[src/rtl/instr_encoder.sv]
// -----------------------------------------------------------------------------
// instr_encoder
//   Packs a CPU instruction field set into a 32-bit word and buffers it in a
//   2-entry FIFO. Field sets with an out-of-range constant or an unknown
//   format are accepted but dropped. A dropped set raises a one-cycle err
//   pulse and is counted in err_count.
//
// Ports
//   clk          system clock
//   nreset       synchronous active-low reset (priority over everything)
//   in_valid     field set present               in_ready   encoder can accept
//   fmt          0 RRR, 1 ALUC, 2 C16S, 3 C16U, 4 C27 (5-7 invalid)
//   instrOP      instruction opcode field
//   aluOP        ALU opcode field
//   areg         A register field
//   breg         B register field
//   dreg         D register field
//   constIn      constant, signed or unsigned depending on fmt
//   oe           offset-enable flag (C27 only)
//   flush        synchronously empties the output FIFO
//   out_valid    encoded word available
//   out_ready    consumer accepts the head word
//   out_instr    head word (32'h0 while the FIFO is empty)
//   err          one-cycle pulse after a rejected field set
//   word_count   words pushed, wrapping
//   err_count    rejected sets, saturating
// -----------------------------------------------------------------------------
module instr_encoder (
  input  logic        clk,
  input  logic        nreset,
  input  logic        in_valid,
  output logic        in_ready,
  input  logic [2:0]  fmt,
  input  logic [3:0]  instrOP,
  input  logic [3:0]  aluOP,
  input  logic [3:0]  areg,
  input  logic [3:0]  breg,
  input  logic [3:0]  dreg,
  input  logic [31:0] constIn,
  input  logic        oe,
  input  logic        flush,
  output logic        out_valid,
  input  logic        out_ready,
  output logic [31:0] out_instr,
  output logic        err,
  output logic [15:0] word_count,
  output logic [15:0] err_count
);

  typedef enum logic [2:0] {
    FMT_RRR  = 3'd0,
    FMT_ALUC = 3'd1,
    FMT_C16S = 3'd2,
    FMT_C16U = 3'd3,
    FMT_C27  = 3'd4
  } fmt_e;

  logic [31:0] mem_q [2];
  logic        wr_ptr_q, wr_ptr_d;
  logic        rd_ptr_q, rd_ptr_d;
  logic [1:0]  count_q, count_d;
  logic        err_q;
  logic [15:0] word_count_q, err_count_q;

  logic [31:0] enc_word;
  logic        enc_ok;
  logic        accept, push, pop, reject;

  // A constant fits in 16-bit two's complement when bits 31..15 are all
  // copies of the sign bit.
  logic signed_ok, unsigned_ok, c27_ok;
  assign signed_ok   = (constIn[31:15] == 17'h00000) || (constIn[31:15] == 17'h1FFFF);
  assign unsigned_ok = (constIn[31:16] == 16'h0000);
  assign c27_ok      = (constIn[31:27] == 5'h00);

  // NOTE: every signal written here gets a default first, so no path through
  // the case can leave it unassigned and infer a latch.
  always_comb begin
    enc_word = 32'h0;
    enc_ok   = 1'b0;
    case (fmt_e'(fmt))
      FMT_RRR: begin
        enc_word = {instrOP, aluOP, 12'h000, areg, breg, dreg};
        enc_ok   = 1'b1;
      end
      FMT_ALUC: begin
        enc_word = {instrOP, aluOP, constIn[15:0], breg, dreg};
        enc_ok   = signed_ok;
      end
      FMT_C16S: begin
        enc_word = {instrOP, constIn[15:0], areg, breg, dreg};
        enc_ok   = signed_ok;
      end
      FMT_C16U: begin
        enc_word = {instrOP, constIn[15:0], areg, breg, dreg};
        enc_ok   = unsigned_ok;
      end
      FMT_C27: begin
        enc_word = {instrOP, constIn[26:0], oe};
        enc_ok   = c27_ok;
      end
      default: begin
        enc_word = 32'h0;
        enc_ok   = 1'b0;
      end
    endcase
  end

  // in_ready depends only on registered count, so out_ready has no
  // combinational path to it. A full FIFO takes no push even if it pops.
  assign in_ready = (count_q != 2'd2);
  assign accept   = in_valid && in_ready;
  assign push     = accept && enc_ok && !flush;
  assign reject   = accept && !enc_ok;
  assign pop      = out_valid && out_ready;

  always_comb begin
    wr_ptr_d = wr_ptr_q;
    rd_ptr_d = rd_ptr_q;
    count_d  = count_q;
    if (flush) begin
      wr_ptr_d = 1'b0;
      rd_ptr_d = 1'b0;
      count_d  = 2'd0;
    end else begin
      if (push) wr_ptr_d = ~wr_ptr_q;
      if (pop)  rd_ptr_d = ~rd_ptr_q;
      count_d = count_q + {1'b0, push} - {1'b0, pop};
    end
  end

  // NOTE: state registers use non-blocking assignments so every flop samples
  // pre-edge values regardless of statement order.
  always_ff @(posedge clk) begin
    if (!nreset) begin
      wr_ptr_q     <= 1'b0;
      rd_ptr_q     <= 1'b0;
      count_q      <= 2'd0;
      err_q        <= 1'b0;
      word_count_q <= 16'h0000;
      err_count_q  <= 16'h0000;
    end else begin
      wr_ptr_q <= wr_ptr_d;
      rd_ptr_q <= rd_ptr_d;
      count_q  <= count_d;
      err_q    <= reject;
      if (push)
        word_count_q <= word_count_q + 16'd1;
      if (reject && (err_count_q != 16'hFFFF))
        err_count_q <= err_count_q + 16'd1;
    end
  end

  // NOTE: the storage array is not reset. Empty entries are never observable
  // because out_instr is forced to zero while count is zero.
  always_ff @(posedge clk) begin
    if (push)
      mem_q[wr_ptr_q] <= enc_word;
  end

  assign out_valid  = (count_q != 2'd0);
  assign out_instr  = out_valid ? mem_q[rd_ptr_q] : 32'h0;
  assign err        = err_q;
  assign word_count = word_count_q;
  assign err_count  = err_count_q;

endmodule

[config.mk]
export PLATFORM = sky130hd
export DESIGN_NAME = instr_encoder
export DESIGN_NICKNAME = d
export VERILOG_FILES = /design/src/rtl/instr_encoder.sv
export SDC_FILE = /design/constraint.sdc
export NUM_CORES = 1
export LEC_CHECK = 0
export ABC_AREA = 1
export CAP_MARGIN = 20
export CORE_MARGIN = 1.5
export CORE_UTILIZATION = 54
export DETAILED_ROUTE_END_ITERATION = 10
export GPL_TIMING_DRIVEN = 0
export PLACE_DENSITY = 0.9
export RECOVER_POWER = 25
export SLEW_MARGIN = 25
export SYNTH_ARGS = -nofsm -noshare
export SYNTH_HDL_FRONTEND = slang
export SYNTH_SLANG_ARGS = --single-unit
[constraint.sdc]
create_clock -name clk -period 8.46 [get_ports clk]
set_input_delay 0.846 -clock clk [delete_from_list [all_inputs] [get_ports clk]]
set_output_delay 0.846 -clock clk [all_outputs]
set_load 0.005 [all_outputs]
==> flow_metrics.py <==
metrics = {
    "critical_path": {
        "max_stage_delay_ns": 0.93,
        "crit_path_end_kind": "flip-flop",
        "path_cells": "dlygate4sd3_1 > inv_1 > nor3_1 > nand4_1 > nand2_1 > nor2_1 > nand2_8 > nand3_2 > buf_4 > ha_1 > inv_1 > ha_1 > xnor2_1 > or2_2 > a21oi_1",
        "worstSetupStartpointType": "input port",
        "path_delay_family": "simple AND/OR/NAND/NOR gates",
        "worstPathRequired_ns": 8.75,
        "crit_type": "input port to flip-flop",
        "worstPathArrival_ns": 4.46,
        "cp.buffers_inverters": 4,
        "crit_slowest_cell": "nor3_1",
        "crit_fanout": 10,
    },
    "yosys": {
        "ys_async_sr_fraction_pct": 0,
        "synth_common_cells": "nand2_1, nor2_1, inv_1",
        "syn_nets": 704,
        "netlist.area_leader.share_pct": 37.3,
        "yosysWarnings": 0,
        "yosysTopAreaCell": "edfxtp_1",
        "yosysMostFrequentCell": "nand2_1",
        "synth_area_leaders": "edfxtp_1, dfxtp_1, nand2_1",
        "synth_area_um2": 5160,
        "synth_edf_count": 64,
        "synth_cells": 639,
        "ys_seq_area_share_pct": 52.0,
        "ys_ff_latch": 102,
        "syn_avg_cell_area_um2": 8.07,
        "synthFlopType": "edfxtp_1",
        "synth_cell_types": 31,
    },
    "drt": {
        "wl_um": 13700,
        "drc": 0,
        "dr.pass1.iters": 5,
        "routed_via_density": 5.45,
        "drt_iter0_drc": 322,
        "wl_per_cell_um": 15.0,
        "antenna_left": 0,
        "num_vias": 4967,
    },
    "layout": {
        "drive_gt1_share_pct": 4.35,
        "num_antenna_cells": 0,
        "nFillCells": 686,
        "final_nets": 842,
        "syn2layout_area_growth_pct": 31.8,
    },
    "cts": {
        "post_cts.repair.setup_buffers": 0,
        "cts_sinks": 102,
        "root_buffer": "clkbuf_8",
        "cts_tree": "built",
        "cts_resized": 0,
        "cts.clk_slew.worst_paths_ns": 0.10,
        "htreeDepth": 3,
        "clk_latency_ns": 0.36,
        "cts_buffers": 9,
        "postCtsHoldBufs": 0,
        "clockBufferDepth": 2,
    },
    "placed_design": {
        "place_hpwl_um": 10300,
        "dpl_worst_slack_ns": 4.68,
        "gp_congestion": 0.964,
        "port_buffers": 126,
    },
    "floorplanning": {
        "die_area_um2": 10100,
        "coreArea_um2": 9240,
        "num_rows": 35,
        "start_util_pct": 55.8,
        "die_w_um": 101,
        "ios": 128,
        "die_y_um": 101,
    },
    "grt": {
        "antenna_found_initial": 0,
        "track_usage_pct": 27.4,
        "overflow": 0,
        "grt_pass1_wl_um": 21800,
        "grt_pass1_vias": 4633,
        "grt_max_degree": 33,
    },
    "flow_run": {
        "drv_cap": 0,
    },
    "timing": {
        "finalCriticalPeriod_ns": 4.17,
        "fin_crit_sh_pct": 49.3,
        "setup_ws_ns": 4.29,
        "tns_ns": 0,
        "relSlewSlack_pct": 18.0,
        "finalSetupViolations": 0,
        "hold_violations": 0,
        "drv_slew": 0,
        "worst_slew_pin_slew_ns": 1.22,
        "rsz0062_at_grt": "no",
        "fin_skew_ns": 0.00970,
        "fmax_mhz": 240,
    },
    "power_and_ir_drop": {
        "peakVddDrop_v": 0.0000853,
        "powerDensity_nw_per_um2": 140,
        "leakagePower_nw": 2.71,
    },
    "outcome": {
        "status": "complete, no violations",
    },
    "min_path": {
        "hp-class": "flip-flop to flip-flop",
    },
}
cell type report:
type,count,area (um^2),area share (%)
clock buffer,9,124,1.82
sequential,102,2680,39.5
clock inverter,7,77.6,1.14
timing repair buffer,127,1290,19.0
multi-input combinational,438,2060,30.4
buffer,24,116,1.71
inverter,75,282,4.14
tap,129,161,2.37
flip-flops by register name, indices dropped and copies added (netlist names), named ones only:
name / flops
rd_ptr_q: 1
err_count: 16
word_count: 16
wr_ptr_q: 1
err: 1
mem_q: 64
count_q: 2
path summary, 6_finish.rpt:
kind | start | to | slack, ns | cells after the start
setup reg to reg | count_q[0] | mem_q[0][25] | 5.99 | 7
hold reg to reg | wr_ptr_q | wr_ptr_q | 0.48 | 2
setup / recovery | fmt[2] | count_q[1] | 4.29 | 15
hold / removal | wr_ptr_q | wr_ptr_q | 0.48 | 2
power by group:
part / internal, W / switching (W)
clock: 0.000140 / 0.000171
sequential: 0.000534 / 0.00000273
combinational: 0.0000469 / 0.0000572
cell usage in the layout, fill, tap and decap left out, drive strengths merged, types with 4 or more instances in the layout:
cell type	instances
nand2	191
ha	4
nor3	5
dfxtp	38
dlygate4sd3	36
o221ai	16
o211ai	4
o21ai	11
clkbuf	27
nand3	35
edfxtp	64
a21oi	51
buf	7
xor2	5
inv	76
nand4	24
nor2	86
clkdlybuf4s50	90
tightest hold or removal path, cell delays in order, from the launching register on:
cell,delay (ns)
dfxtp_1,0.32
nand2_1,0.06
a21oi_1,0.05
routing by layer:
| metal | vias to the layer above | part of all wire [%] | global-route usage [%] |
|---|---|---|---|
| li1 | 2395 | - | - |
| met1 | 2250 | 40 | 34.0 |
| met2 | 270 | 49 | 47.7 |
| met3 | 52 | 7.2 | 3.74 |
| met4 | 0 | 3.6 | 12.0 |
| met5 | - | 0 | 0 |
kinds of logic (layout without fill, tap and decap cells):
| family | Yosys count | count (layout) | synth area share [%] |
|---|---|---|---|
| flops | 102 | 102 | 52.0 |
| compound gates | 83 | 83 | 9.56 |
| buf+inv | 99 | 242 | 7.72 |
| fa+ha+maj | 4 | 4 | 0.971 |
| simple gates | 345 | 345 | 28.7 |
| xor+xnor | 6 | 6 | 1.02 |
per-stage QoR:
stage	cell area, um^2	utilization, %	instances	hold WS, ns	total power [W]
after floorplan	5160	-	639	0.439	0.000596
after global placement	6580	71.2	894	0.447	0.000649
after detailed placement	6610	71.6	895	0.461	0.000652
after CTS	6820	73.8	911	0.475	0.000955
after global routing	6800	73.6	911	0.502	0.000982
final	6800	73.6	911	0.475	0.000952
No activity file was read; power rests on OpenSTA's default activity.
